File: src/rtl/id_pipe_ctrl_pkg.sv
// Shared types and constants for the decode-stage sequencer.
// Holds the state encoding, the NOP encoding and the default PC width.
package id_pipe_ctrl_pkg;

    localparam int unsigned PC_WIDTH_DEF = 10;
    localparam logic [31:0] INST_NOP     = 32'h0000_0013;

    typedef enum logic [1:0] {
        StRun    = 2'd0,
        StFreeze = 2'd1,
        StFlush  = 2'd2
    } pipe_state_e;

endpackage

File: src/rtl/id_pipe_ctrl_hazard_unit.sv
// Combinational load-use compare between the instruction in ID and a load in EX.
// Kept separate so forwarding detection can reuse the same address match.
module hazard_unit (
    input  logic       id_valid,
    input  logic       ex_valid,
    input  logic       id_rs1_re,
    input  logic [4:0] id_rs1_addr,
    input  logic       id_rs2_re,
    input  logic [4:0] id_rs2_addr,
    input  logic       ex_is_load,
    input  logic       ex_rd_we,
    input  logic [4:0] ex_rd_addr,
    output logic       lu
);

    logic rs1_hit;
    logic rs2_hit;
    logic ex_writes;

    assign ex_writes = ex_valid & ex_is_load & ex_rd_we & (ex_rd_addr != 5'd0);
    assign rs1_hit   = id_rs1_re & (id_rs1_addr == ex_rd_addr);
    assign rs2_hit   = id_rs2_re & (id_rs2_addr == ex_rd_addr);
    assign lu        = id_valid & ex_writes & (rs1_hit | rs2_hit);

endmodule

File: src/rtl/id_pipe_ctrl.sv
// Decode-stage sequencer: owns IF/ID and the ID/EX valid bit, and arbitrates
// memory freezes, EX redirects and load-use stalls; counts stall cycles.
module id_pipe_ctrl
    import id_pipe_ctrl_pkg::*;
#(
    parameter int unsigned PC_WIDTH  = PC_WIDTH_DEF,
    parameter int unsigned CNT_WIDTH = 16
) (
    input  logic                 clk,
    input  logic                 rst,
    input  logic                 if_valid,
    input  logic [PC_WIDTH-1:0]  if_pc,
    input  logic [31:0]          if_inst,
    output logic                 if_ready,
    output logic                 id_valid,
    output logic [PC_WIDTH-1:0]  id_pc,
    output logic [31:0]          id_inst,
    input  logic                 id_rs1_re,
    input  logic                 id_rs2_re,
    input  logic [4:0]           id_rs1_addr,
    input  logic [4:0]           id_rs2_addr,
    input  logic                 ex_is_load,
    input  logic                 ex_rd_we,
    input  logic [4:0]           ex_rd_addr,
    input  logic                 ex_redirect,
    input  logic                 mem_busy,
    output logic                 id_ex_en,
    output logic                 id_ex_bubble,
    output logic                 ex_valid,
    input  logic                 perf_clr,
    output logic [CNT_WIDTH-1:0] stall_cycles
);

    pipe_state_e          state_q, state_d;
    pipe_state_e          saved_q, saved_d;
    pipe_state_e          eff_state;
    logic                 redirect_pend_q, redirect_pend_d;
    logic                 id_valid_q, id_valid_d;
    logic [PC_WIDTH-1:0]  id_pc_q, id_pc_d;
    logic [31:0]          id_inst_q, id_inst_d;
    logic                 ex_valid_q, ex_valid_d;
    logic [CNT_WIDTH-1:0] stall_q;
    logic                 lu;

    hazard_unit u_hazard (
        .id_valid    (id_valid_q),
        .ex_valid    (ex_valid_q),
        .id_rs1_re   (id_rs1_re),
        .id_rs1_addr (id_rs1_addr),
        .id_rs2_re   (id_rs2_re),
        .id_rs2_addr (id_rs2_addr),
        .ex_is_load  (ex_is_load),
        .ex_rd_we    (ex_rd_we),
        .ex_rd_addr  (ex_rd_addr),
        .lu          (lu)
    );

    // Leaving FREEZE acts immediately as the state that was interrupted.
    assign eff_state = (state_q == StFreeze) ? saved_q : state_q;

    always_comb begin
        state_d         = state_q;
        saved_d         = saved_q;
        redirect_pend_d = redirect_pend_q;
        id_valid_d      = id_valid_q;
        id_pc_d         = id_pc_q;
        id_inst_d       = id_inst_q;
        ex_valid_d      = ex_valid_q;
        if_ready        = 1'b0;
        id_ex_en        = 1'b0;
        id_ex_bubble    = 1'b0;

        if (!rst) begin
            id_ex_bubble = 1'b1;
        end else if (mem_busy) begin
            state_d         = StFreeze;
            redirect_pend_d = redirect_pend_q | ex_redirect;
            if (state_q != StFreeze) begin
                saved_d = state_q;
            end
        end else if (redirect_pend_q || (eff_state == StRun && ex_redirect)) begin
            if_ready        = 1'b1;
            id_ex_en        = 1'b1;
            id_ex_bubble    = 1'b1;
            id_valid_d      = 1'b0;
            id_inst_d       = INST_NOP;
            ex_valid_d      = 1'b0;
            redirect_pend_d = 1'b0;
            state_d         = StFlush;
        end else if (eff_state == StFlush) begin
            // Drop the wrong-path fetch that was already in flight.
            if_ready     = 1'b1;
            id_ex_en     = 1'b1;
            id_ex_bubble = 1'b1;
            id_valid_d   = 1'b0;
            id_inst_d    = INST_NOP;
            ex_valid_d   = 1'b0;
            state_d      = StRun;
        end else if (lu) begin
            id_ex_en     = 1'b1;
            id_ex_bubble = 1'b1;
            ex_valid_d   = 1'b0;
            state_d      = StRun;
        end else begin
            if_ready   = 1'b1;
            id_ex_en   = 1'b1;
            id_valid_d = if_valid;
            id_pc_d    = if_pc;
            id_inst_d  = if_inst;
            ex_valid_d = id_valid_q;
            state_d    = StRun;
        end
    end

    always_ff @(posedge clk or negedge rst) begin
        if (!rst) begin
            state_q         <= StRun;
            saved_q         <= StRun;
            redirect_pend_q <= 1'b0;
            id_valid_q      <= 1'b0;
            id_pc_q         <= '0;
            id_inst_q       <= INST_NOP;
            ex_valid_q      <= 1'b0;
        end else begin
            state_q         <= state_d;
            saved_q         <= saved_d;
            redirect_pend_q <= redirect_pend_d;
            id_valid_q      <= id_valid_d;
            id_pc_q         <= id_pc_d;
            id_inst_q       <= id_inst_d;
            ex_valid_q      <= ex_valid_d;
        end
    end

    always_ff @(posedge clk or negedge rst) begin
        if (!rst) begin
            stall_q <= '0;
        end else if (perf_clr) begin
            stall_q <= '0;
        end else if ((!if_ready || id_ex_bubble) && (stall_q != '1)) begin
            stall_q <= stall_q + CNT_WIDTH'(1);
        end
    end

    assign id_valid     = id_valid_q;
    assign id_pc        = id_pc_q;
    assign id_inst      = id_inst_q;
    assign ex_valid     = ex_valid_q;
    assign stall_cycles = stall_q;

endmodule

File: config.mk
export PLATFORM = sky130hd
export DESIGN_NAME = id_pipe_ctrl
export DESIGN_NICKNAME = d
export VERILOG_FILES = /design/src/rtl/id_pipe_ctrl_pkg.sv /design/src/rtl/id_pipe_ctrl_hazard_unit.sv /design/src/rtl/id_pipe_ctrl.sv
export SDC_FILE = /design/constraint.sdc
export NUM_CORES = 1
export LEC_CHECK = 0
export CELL_PAD_IN_SITES_DETAIL_PLACEMENT = 0
export CELL_PAD_IN_SITES_GLOBAL_PLACEMENT = 2
export CORE_MARGIN = 2
export CORE_UTILIZATION = 27
export DETAILED_ROUTE_END_ITERATION = 6
export PLACE_DENSITY = 0.82
export SLEW_MARGIN = 15
export SYNTH_ARGS = -nofsm -noshare
export SYNTH_HDL_FRONTEND = slang
export SYNTH_SLANG_ARGS = --single-unit
File: constraint.sdc
create_clock -name clk -period 4.7 [get_ports clk]
set_input_delay 0.705 -clock clk [delete_from_list [all_inputs] [get_ports clk]]
set_output_delay 0.705 -clock clk [all_outputs]
set_load 0.03 [all_outputs]
* After elaboration in Yosys (flattened, before gate mapping)
Index checks and enable logic that the tools add are counted. W data, S select, Z words.
Word-level totals: bits in registers 65, input bits 67, output and inout port bits 63
Operators by class: add/subtract/negate cells 1, eq/ne operators 7, multiplexer cells 28, bitwise gates (word level) 13, reductions and logical operators 14
Operators with widths (count):
- $mux W32 | 3
- $mux W16 | 2
- $mux W1 | 20
- $add A16 B1 Y16 const B | 1
- $ne A16 B16 Y1 const B | 1
- $eq A5 B5 Y1 | 2
- $and A1 B1 Y1 | 7
- $mux W2 | 3
- $reduce_and A3 Y1 | 2
- $reduce_and A5 Y1 | 1
- $reduce_bool A5 Y1 | 1
- $not A1 Y1 | 4
- $reduce_and A2 Y1 | 2
- $reduce_bool A2 Y1 | 2
- $ne A3 B1 Y1 const B | 1
- $eq A2 B1 Y1 const B | 1
- $eq A2 B2 Y1 const B | 1
- $logic_and A1 B1 Y1 | 2
- $logic_not A2 Y1 | 1
- $logic_or A1 B1 Y1 | 2
- $ne A2 B1 Y1 const B | 1
- $or A1 B1 Y1 | 2
- $logic_not A1 Y1 | 1

* Depth between registers and ports, before layout
Gate-level depths: netlist (run 1).
depth in word-level cells 15, depth in mapped cells 9

* Modules after synthesis
Synthesis (run 1) repeated with hierarchy kept, for this count alone.
Second synthesis, totals: cells, all modules 295, area total of the unflattened synthesis 3274.4 µm²
By module, submodules not included:
- id_pipe_ctrl | times used 1, cells an instance 277, area an instance 3134.3 µm², seq. area each 1630.3 µm²
- hazard_unit | times used 1, cells an instance 18, area an instance 140.1 µm², seq. area each 0.0 µm²

* Worst setup path before layout (run 1)
OpenSTA, ideal clock, no wires.
path kind input port to output port, start in ex_rd_addr[1], end out if_ready, arrival time 2.021 ns, required time 3.995 ns, slack 1.974 ns, stages on the path 7, cell sequence xnor2_1 nand4_1 o22ai_2 nand2_1 o21ai_2 clkbuf_1 inv_1
Between the ends: longest elaborated chain between the ends 9
RTL lines:
- from (decl) | RTL line id_pipe_ctrl.sv:24 | input logic [4:0] ex_rd_addr,
- $eq A5 B5 Y1 (tied with other cells) | RTL line id_pipe_ctrl_hazard_unit.sv:21 | assign rs1_hit = id_rs1_re & (id_rs1_addr == ex_rd_addr);
- $and A1 B1 Y1 (on tied branches) | RTL line id_pipe_ctrl_hazard_unit.sv:21, id_pipe_ctrl_hazard_unit.sv:20, id_pipe_ctrl_hazard_unit.sv:22
- $or A1 B1 Y1 / $and A1 B1 Y1 (equally long branches) | RTL line id_pipe_ctrl_hazard_unit.sv:23 | assign lu = id_valid & ex_writes & (rs1_hit | rs2_hit);
- $and A1 B1 Y1 * | RTL line id_pipe_ctrl_hazard_unit.sv:23
- $mux W1 * | RTL line id_pipe_ctrl.sv:99 | end else if (lu) begin
- $mux W1 * | RTL line id_pipe_ctrl.sv:90 | end else if (eff_state == StFlush) begin
- $mux W1 * | RTL line id_pipe_ctrl.sv:81 | end else if (redirect_pend_q || (eff_state == StRun && ex_redirect)) begin
- $mux W1 * | RTL line id_pipe_ctrl.sv:75 | end else if (mem_busy) begin
- $mux W1 * | RTL line id_pipe_ctrl.sv:73 | if (!rst) begin
- to (decl) | RTL line id_pipe_ctrl.sv:14 | output logic if_ready,
Mark *: on every way between the ends. The rest lies on a longest branch, timed or not.

* Worst setup path after layout (run 1)
start in ex_rd_addr[1], end out id_ex_bubble
Between the ends: longest elaborated chain between the ends 9
RTL lines:
- $eq A5 B5 Y1 (tied with other cells) | RTL line id_pipe_ctrl_hazard_unit.sv:21
- $and A1 B1 Y1 (on tied branches) | RTL line id_pipe_ctrl_hazard_unit.sv:21, id_pipe_ctrl_hazard_unit.sv:20, id_pipe_ctrl_hazard_unit.sv:22
- $or A1 B1 Y1 / $and A1 B1 Y1 (equally long branches) | RTL line id_pipe_ctrl_hazard_unit.sv:23
- $and A1 B1 Y1 * | RTL line id_pipe_ctrl_hazard_unit.sv:23
- $mux W1 * | RTL line id_pipe_ctrl.sv:99
- $mux W1 * | RTL line id_pipe_ctrl.sv:90
- $mux W1 * | RTL line id_pipe_ctrl.sv:81
- $mux W1 * | RTL line id_pipe_ctrl.sv:75
- $mux W1 * | RTL line id_pipe_ctrl.sv:73
- to (decl) | RTL line id_pipe_ctrl.sv:28 | output logic id_ex_bubble,
Marked as above.

==> flow_summary.json, run 1 <==
{
  "hpwl_um": 5400,
  "async_flop_share": 1.00,
  "start_util": 0.279,
  "setup_tns_ps": 0,
  "wl_per_cell_um": 14.8,
  "antenna_found_initial": 0,
  "ir_drop_uv": 168,
  "antenna_left": 0,
  "grt_pass1_wl_um": 12600,
  "period_share": 0.743,
  "start_kind": "primary input",
  "die-width_um": 108,
  "critPathMaxFanout": 3,
  "root_buffer": "clkbuf_8",
  "dieArea_mm2": 0.0116,
  "row_count": 37,
  "status": "completed",
  "postLayoutCoreUtil": 0.437,
  "fin_crit_ps": 3490,
  "grt_max_degree": 73,
  "cts_tree": "done",
  "layout-drive-gt1-share": 0.0862,
  "grt_overflow": 0,
  "ys.flop_type": "dfrtp_1",
  "layout_setup_ws_ps": 1210,
  "fill_cells": 1038,
  "power_mw": 1.71,
  "num_antenna_cells": 0,
  "htreeDepth": 3,
  "required_ps": 3990,
  "grt_pass1_vias": 2498,
  "routed_wl_um": 7700,
  "maxSlewViolCount": 0,
  "max-slew-margin-rel": 0.341,
  "grt_usage": 0.137,
  "cts.clk_slew.worst_paths_ps": 70,
  "dr.first_iter.drc_count": 97,
  "yosysTopAreaCellShare": 0.535,
  "cap_violations": 0,
  "clock_latency_ps": 340,
  "hp-class": "register to register",
  "max_freq_mhz": 286,
  "setup_violations": 0,
  "cts_setup_buffers": 0,
  "final_net_count": 446,
  "ctsHoldBuffers": 0,
  "total_leakage_power_nw": 1.90,
  "yosys.area.top_type": "dfrtp_1",
  "clockBufferDepth": 2,
  "ys_ff_latch": 65,
  "yosysMostFrequentCell": "dfrtp_1",
  "critPathArrivalTime_ps": 2790,
  "drc": 0,
  "final-hold-violation-count": 0,
  "num_vias": 2447,
  "synth.yosys.seq_area_share": 0.563,
  "syn_avg_cell_area_um2": 11.7,
  "seq_area_mm2": 0.00163,
  "die_h_um": 108,
  "netlist-cell-type-count": 40,
  "synth_nets": 316,
  "critPathKind": "primary input to output pin",
  "gp_congestion": 0.738,
  "area_delta_synth_final_pct": 56.3,
  "synth-edff-count": 0,
  "detail_route.first_pass.iterations": 4,
  "skew_ps": 12.6,
  "cts_buffers": 9,
  "rsz0062_at_grt": "no",
  "worstMarginPinSlew_ps": 986,
  "p_per_area_mw_per_mm2": 377,
  "ys_warn_count": 0,
  "hold_ws_ps": 464,
  "cts_sinks": 65,
  "ys_top_cells_by_count": "dfrtp_1, a22o_1, a21oi_1",
  "port-buffer-count": 129,
  "netlist_area_mm2": 0.00290,
  "postSynthCellCount": 248,
  "cts-resized-gates": 0,
  "viasPerCell": 4.71,
  "dpl_worst_slack_ps": 1210,
  "multi_input_area_mm2": 0.00115,
  "yosys-top-cells-area": "dfrtp_1, a22o_1, mux2_1, xnor2_1, a21oi_1",
  "end_kind": "output pin",
  "core_area_mm2": 0.0104,
  "io_pins": 130
}
[layout make-up]
cell class,instances,area share
Clock inverter,7,0.0210
Timing Repair Buffer,134,0.293
Inverter,9,0.00746
Clock buffer,9,0.0273
Sequential cell,65,0.360
Tap cell,136,0.0376
Multi-Input combinational cell,159,0.254
[kinds of logic after synthesis]
family | synth area share
AOI/OAI and AO/OA | 0.196
xor gates and xnor gates | 0.0302
adders and majority gates | 0.00432
buffers and inverters | 0.0402
DFF | 0.563
muxes | 0.0544
and+or+nand+nor | 0.113
[metal layers]
layer | share of wire | global-route usage | vias to the layer above
li1 | - | - | 1182
met2 | 0.47 | 0.204 | 72
met5 | 0 | 0 | -
met1 | 0.45 | 0.183 | 1186
met3 | 0.075 | 0.0569 | 7
met4 | 0.0078 | 0.0385 | 0
[cell usage in the layout, fill, tap and decap left out, types with 3 or more instances in the layout]
cell / n
a21oi_1: 17
nor3_1: 3
clkbuf_8: 9
inv_1: 9
nand4_1: 6
mux2_2: 5
nand2_1: 8
and3_1: 6
buf_4: 6
dfrtp_1: 62
nor2_1: 8
a22o_1: 31
xnor2_1: 10
clkdlybuf4s50_1: 128
nand3_1: 5
mux2_1: 9
nor2b_1: 6
dfstp_2: 3
a31oi_1: 3
o21ai_0: 6
o31ai_1: 8
or4_1: 8
[power breakdown]
part | total (mW) | internal, mW | switching [mW]
Clock | 0.527 | 0.298 | 0.229
Sequential | 0.684 | 0.639 | 0.0450
Combinational | 0.494 | 0.236 | 0.258
[metrics by stage]
step                      area, um2  std cells
after floorplan                2900        248
after global placement         4310        503
after detailed placement       4310        503
after CTS                      4530        519
after global routing           4530        519
final                          4530        519
[final timing paths]
check	slack, ps	startpoint	depth (start not counted)	to
worst max-delay path	1210	ex_rd_addr[1]	7	id_ex_bubble
worst min-delay path	460	id_inst[1]	2	id_inst[1]
worst max register to register	2030	state_q[0]	5	id_pc[5]
worst min register to register	460	id_inst[1]	2	id_inst[1]
max in group asynchronous	3490	rst	2	id_inst[11]
min in group asynchronous	590	rst	2	stall_cycles[10]
[critical path, stage by stage]
cell and delay (ps):
clkdlybuf4s50_1 530, xnor2_1 150, nand4_1 140, o22ai_2 280, a21oi_1 110, o21ai_0 180, clkdlybuf4s50_1 690
[state kept, by name (all words and copies together) (netlist names)]
name and count:
id_inst 32, stall_cycles 16, id_pc 10, saved_q 2, state_q 2, ex_valid 1
id_valid 1, redirect_pend_q 1
(Power assumes the default switching activity.)
==> inputs of run 2 (changes only) <==
--- a/config.mk
+++ b/config.mk
@@ -8,9 +8,9 @@
 export CELL_PAD_IN_SITES_DETAIL_PLACEMENT = 0
 export CELL_PAD_IN_SITES_GLOBAL_PLACEMENT = 2
 export CORE_MARGIN = 2
-export CORE_UTILIZATION = 27
+export CORE_UTILIZATION = 25
 export DETAILED_ROUTE_END_ITERATION = 6
-export PLACE_DENSITY = 0.82
+export PLACE_DENSITY = 0.76
 export SLEW_MARGIN = 15
 export SYNTH_ARGS = -nofsm -noshare
 export SYNTH_HDL_FRONTEND = slang
==> constraint.sdc (replaced) <==
create_clock -name clk -period 3.6 [get_ports clk]
set_input_delay 0.54 -clock clk [delete_from_list [all_inputs] [get_ports clk]]
set_output_delay 0.54 -clock clk [all_outputs]
set_load 0.03 [all_outputs]
==> flow_summary.json, run 2 (synthesized netlist as in run 1, its figures left out) <==
{
  "critical_path.top_delay_family": "buffers and inverters",
  "die_h_um": 112,
  "layout_setup_ws_ps": 452,
  "cts-resized-gates": 0,
  "routed_wl_um": 7850,
  "critPathKind": "primary input to output pin",
  "critPathBufInv": 2,
  "multi_input_area_mm2": 0.00115,
  "clock_latency_ps": 320,
  "die-width_um": 112,
  "cts_setup_buffers": 0,
  "ctsHoldBuffers": 0,
  "setup_violations": 0,
  "final_cell_mix": "clkdlybuf4s50_1, dfrtp_1, a22o_1, a21oi_1, xnor2_1",
  "clockBufferDepth": 2,
  "worstMarginPinSlew_ps": 895,
  "grt_overflow": 0,
  "row_count": 39,
  "worstReg2RegStart": "stall_cycles[6]",
  "critPathArrivalTime_ps": 2610,
  "rsz0062_at_grt": "no",
  "critPathMaxFanout": 3,
  "cts_tree": "done",
  "final-hold-violation-count": 0,
  "fin_cells": 525,
  "cts_sinks": 65,
  "fin_crit_ps": 3150,
  "r2r_end": "stall_cycles[12]",
  "rrSetupSlack_ps": 1180,
  "viasPerCell": 4.66,
  "fill_cells": 1116,
  "end_kind": "output pin",
  "final_area_mm2": 0.00466,
  "grt_pass1_wl_um": 12700,
  "hp-class": "register to register",
  "maxSlewViolCount": 0,
  "max-slew-margin-rel": 0.404,
  "skew_ps": 8.70,
  "required_ps": 3060,
  "cp_slowest_stage_delay_ps": 700,
  "antenna_left": 0,
  "ir_drop_uv": 236,
  "postLayoutCoreUtil": 0.409,
  "dpl_worst_slack_ps": 432,
  "cts.clk_slew.worst_paths_ps": 50,
  "hold_start": "id_inst[1]",
  "start_util": 0.255,
  "hold_ws_ps": 458,
  "max_freq_mhz": 318,
  "power_mw": 2.54,
  "cap_violations": 0,
  "place_inst": 509,
  "hold_depth": 2,
  "gp_congestion": 0.725,
  "antenna_found_initial": 0,
  "period_share": 0.874,
  "wl_per_cell_um": 15.0,
  "hpwl_um": 5510,
  "whs_endpoint": "id_inst[1]",
  "cts_buffers": 9,
  "root_buffer": "clkbuf_16",
  "ff2ff_path_depth": 6,
  "grt_max_degree": 72,
  "dieArea_mm2": 0.0125,
  "io_pins": 130,
  "grt_pass1_vias": 2525,
  "final_net_count": 445,
  "crit_path_top_delay_cell": "clkdlybuf4s50_1",
  "final_common_cell": "clkdlybuf4s50_1",
  "crit_top_cell": "clkdlybuf4s50_1",
  "seq_area_mm2": 0.00163,
  "place_area_mm2": 0.00431,
  "detail_route.first_pass.iterations": 4,
  "total_leakage_power_nw": 1.95,
  "num_vias": 2447,
  "start_kind": "primary input",
  "dr.first_iter.drc_count": 28,
  "setup_tns_ps": 0,
  "htreeDepth": 3,
  "status": "completed",
  "drc": 0,
  "largest_reg_flops": 32,
  "area_delta_synth_final_pct": 60.7,
  "crit_path_cell_trace": "clkdlybuf4s50_1 -> xnor2_1 -> nand4_1 -> o22ai_2 -> a21oi_1 -> o21ai_0 -> clkdlybuf4s50_1",
  "layout-drive-gt1-share": 0.0812,
  "p_per_area_mw_per_mm2": 546,
  "num_antenna_cells": 0,
  "core_area_mm2": 0.0114,
  "grt_usage": 0.127,
  "port-buffer-count": 129
}
run 2: how the worst max path moves through the flow:
stage / from / end / slack, ps / cells past startpoint
floorplan: ex_rd_addr[1] / if_ready / 1200 / 7
global placement: ex_rd_addr[1] / id_ex_bubble / 400 / 7
finish: ex_rd_addr[1] / id_ex_bubble / 450 / 7
detailed placement: ex_rd_addr[1] / id_ex_bubble / 430 / 7
CTS: ex_rd_addr[1] / id_ex_bubble / 430 / 7
global route: ex_rd_addr[2] / id_ex_bubble / 280 / 7
run 2: area by class of cell:
cell class	count	share of cell area
sequential	65	0.350
clock inverter	5	0.0220
multi-input combinational	159	0.247
tap	143	0.0384
inverter	9	0.00726
timing repair buffer	133	0.283
clock buffer	11	0.0521
run 2: layer usage:
metal,track usage,share of wire,vias up
met5,0,0,-
met4,0.0494,0.014,0
met3,0.0343,0.053,9
met2,0.201,0.47,66
met1,0.165,0.46,1187
li1,-,-,1185
run 2: tightest hold or removal path: cells and delay by family, from the launching register on:
kind	cells	cell delay, ps
AOI/OAI and AO/OA	1	50
buffers and inverters	1	40
DFF	1	360
run 2: report_power, final:
group / internal, mW / leakage [nW] / switching, mW
combinational: 0.308 / 0.933 / 0.336
sequential: 0.837 / 0.853 / 0.0602
clock: 0.694 / 0.166 / 0.310
total: 1.84 / 1.95 / 0.706
==> patch: new RTL, flow settings as in run 2 <==
Re-encode `pipe_state_e` (3 states) as one-hot, 3 bits wide.
--- a/src/rtl/id_pipe_ctrl_pkg.sv
+++ b/src/rtl/id_pipe_ctrl_pkg.sv
@@ -5,10 +5,10 @@
     localparam int unsigned PC_WIDTH_DEF = 10;
     localparam logic [31:0] INST_NOP     = 32'h0000_0013;
 
-    typedef enum logic [1:0] {
-        StRun    = 2'd0,
-        StFreeze = 2'd1,
-        StFlush  = 2'd2
+    typedef enum logic [2:0] {
+        StRun    = 3'b001,
+        StFreeze = 3'b010,
+        StFlush  = 3'b100
     } pipe_state_e;
 
 endpackage
Formal check against the unedited RTL: same outputs for any inputs over 4 cycles, from zero or initial values and one cycle with rst low; so few cycles prove little.
==> patch against run 2 <==
- area after synthesis increased by 4.4%
- sequential power increased by 8.1%
- worst setup slack got worse by 0.18 ns
- final area increased by 3.6%
- sequential share of layout area decreased by 0.14 points
- sequential cell count increased by 2
- power increased by 8.9%
- non-clock buffer count unchanged
- wire length increased by 7.8%
- critical endpoint unchanged
- largest cell class unchanged
==> patch: results (changes against run 2) <==
- Status: completed
- N_diodes: 0 (unchanged)
- Initial DRC count: 113 (+300%)
- Fill count: 1,189 (+6.5%)
- Synth Net Count: 328 (+3.8%)
- Placed cells: 525 (+3.1%)
- Reg clk slew, reported paths: 0.05 ns (about the same)
- YS warnings: 0 (unchanged)
- Number of global-route vias before repair: 2,690 (+6.5%)
- # nets final: 457 (+2.7%)
- Reg2reg end: stall_cycles[7]
- Clk buf depth: 2 (unchanged)
- VDD IR max: 272.3 uV (+16%)
- Post-CTS setup buffers: 0 (unchanged)
- Synth top cells by count: dfrtp_1 (62), a22o_1 (32), a21oi_1 (16)
- Layout cells sized above 1: 0.1244 (+0.04321)
- FF-to-FF path depth: 7 (+1)
- Global-route wire length before repair: 13,860 um (+9.1%)
- Clock root buffer: clkbuf_16
- Final Hold Vio Count: 0 (unchanged)
- Final non-filler cell total: 541 (+3.0%)
- Pleak: 1.948 nW (-0.17%)
- Post-DP HPWL: 5746 um (+4.2%)
- Slew headroom: 0.3833 (-0.02025)
- Sw frac: 0.2949 (+0.01739)
- Drt pass-1 iters: 4 (unchanged)
- Clk Latency, worst-skew pair: 0.33 ns
- Vias: 2,633 (+7.6%)
- GP Congestion: 0.7191 (-0.85%)
- Largest net degree at the start of global routing: 77 (+6.9%)
- R2r setup slk: 1.01 ns (-0.17 ns)
- Asr flop ratio synth: 1.000 (unchanged)
- Skew final: 0.004853 ns (-0.003845 ns)
- Critical path arrival: 2.79 ns (+0.18 ns)
- Initial antenna violation count: 0 (unchanged)
- Seq/Total Area, Yosys: 0.5565 (-0.006133)
- Yosys cell types: 44 (+10%)
- Hold Crit Class: input pin to asynchronous set/reset pin
- Final WL: 8462 um (+7.8%)
- Post-Synthesis Cells: 260 (+4.8%)
- Max reg flops: 32 (unchanged)
- Worst-path maximum fanout: 3 (unchanged)
- Synth top area cells: dfrtp_1 (51%), a22o_1 (9.3%), dfstp_2 (4.3%), mux2_2 (3.7%), xnor2_1 (2.9%)
- Cts bufs inserted: 9 (unchanged)
- Crit. Startpoint: ex_rd_addr[4]
- Global-route usage over all layers: 0.1356 (+0.008805)
- Gates resized, CTS repair: 0 (unchanged)
- I/O Buffers: 129 (unchanged)
- RR Startpoint: stall_cycles[0]
- H-tree Lvls: 3 (unchanged)
==> patch: cell count changes after synthesis, moves of 4 or more <==
cell / before / now
and3_1: 6 / 0
buf_2: 6 / 10
mux2_1: 9 / 0
mux2_2: 5 / 10
o311ai_0: 0 / 5
o41ai_1: 1 / 6
or2_2: 0 / 6
==> patch: kinds of logic after synthesis <==
kind of cell / count (synthesis) / synth area share
simple gates: 61 / 0.1262
compound gates: 85 / 0.2106
mux: 10 / 0.03724
fa+ha+maj: 1 / 0.004137
xor+xnor: 10 / 0.02896
flops: 67 / 0.5565
buf+inv: 26 / 0.03641
==> patch: how the worst max path moves through the flow <==
stage / to / slack, ns / depth (start not counted)
after floorplan: if_ready / 1.07 / 7
after global routing: id_ex_bubble / 0.15 / 7
final: id_ex_bubble / 0.27 / 7
after CTS: id_ex_bubble / 0.27 / 7
after global placement: id_ex_bubble / 0.37 / 7
after detailed placement: id_ex_bubble / 0.28 / 7
==> patch: worst max-delay path: stages <==
cell and delay (ns):
clkdlybuf4s50_1 0.54, xnor2_1 0.15, nand4_1 0.11, o22ai_1 0.42, a21oi_1 0.12, o21ai_0 0.19
clkdlybuf4s50_1 0.70
==> patch: cell type report <==
type	count	area (um^2)	area share
clock buffer	11	242.7	0.05031
clock inverter	5	100.1	0.02075
inverter	11	41.29	0.008558
multi-input combinational	167	1242	0.2575
sequential	67	1683	0.3488
tap	147	183.9	0.03812
timing repair buffer	133	1331	0.2759
==> patch: power by group through the flow <==
stage	logic (mW)	registers [mW]	clock network, mW
global placement	0.789	0.977	0
detailed placement	0.795	0.980	0
global route	0.835	0.989	1.08
finish	0.785	0.970	1.01
floorplan	0.196	1.19	0
CTS	0.797	0.972	1.05
==> patch: layer usage <==
metal,up-vias,global-route usage,routed length (um)
met4,0,0.06585,128
met3,10,0.04729,662
met2,93,0.2012,3853
met5,-,0,0
met1,1281,0.1763,3818
li1,1249,-,-
==> patch: through the flow <==
| step | setup slack [ns] | hold WS (ns) | util | instance area (um^2) |
|---|---|---|---|---|
| floorplan | 1.071 | 0.2444 | - | 3024 |
| global placement | 0.3658 | 0.4476 | 0.3763 | 4482 |
| detailed placement | 0.2817 | 0.4540 | 0.3763 | 4482 |
| CTS | 0.2692 | 0.4636 | 0.4050 | 4825 |
| global route | 0.1488 | 0.4822 | 0.4050 | 4825 |
| finish | 0.2743 | 0.4499 | 0.4050 | 4825 |
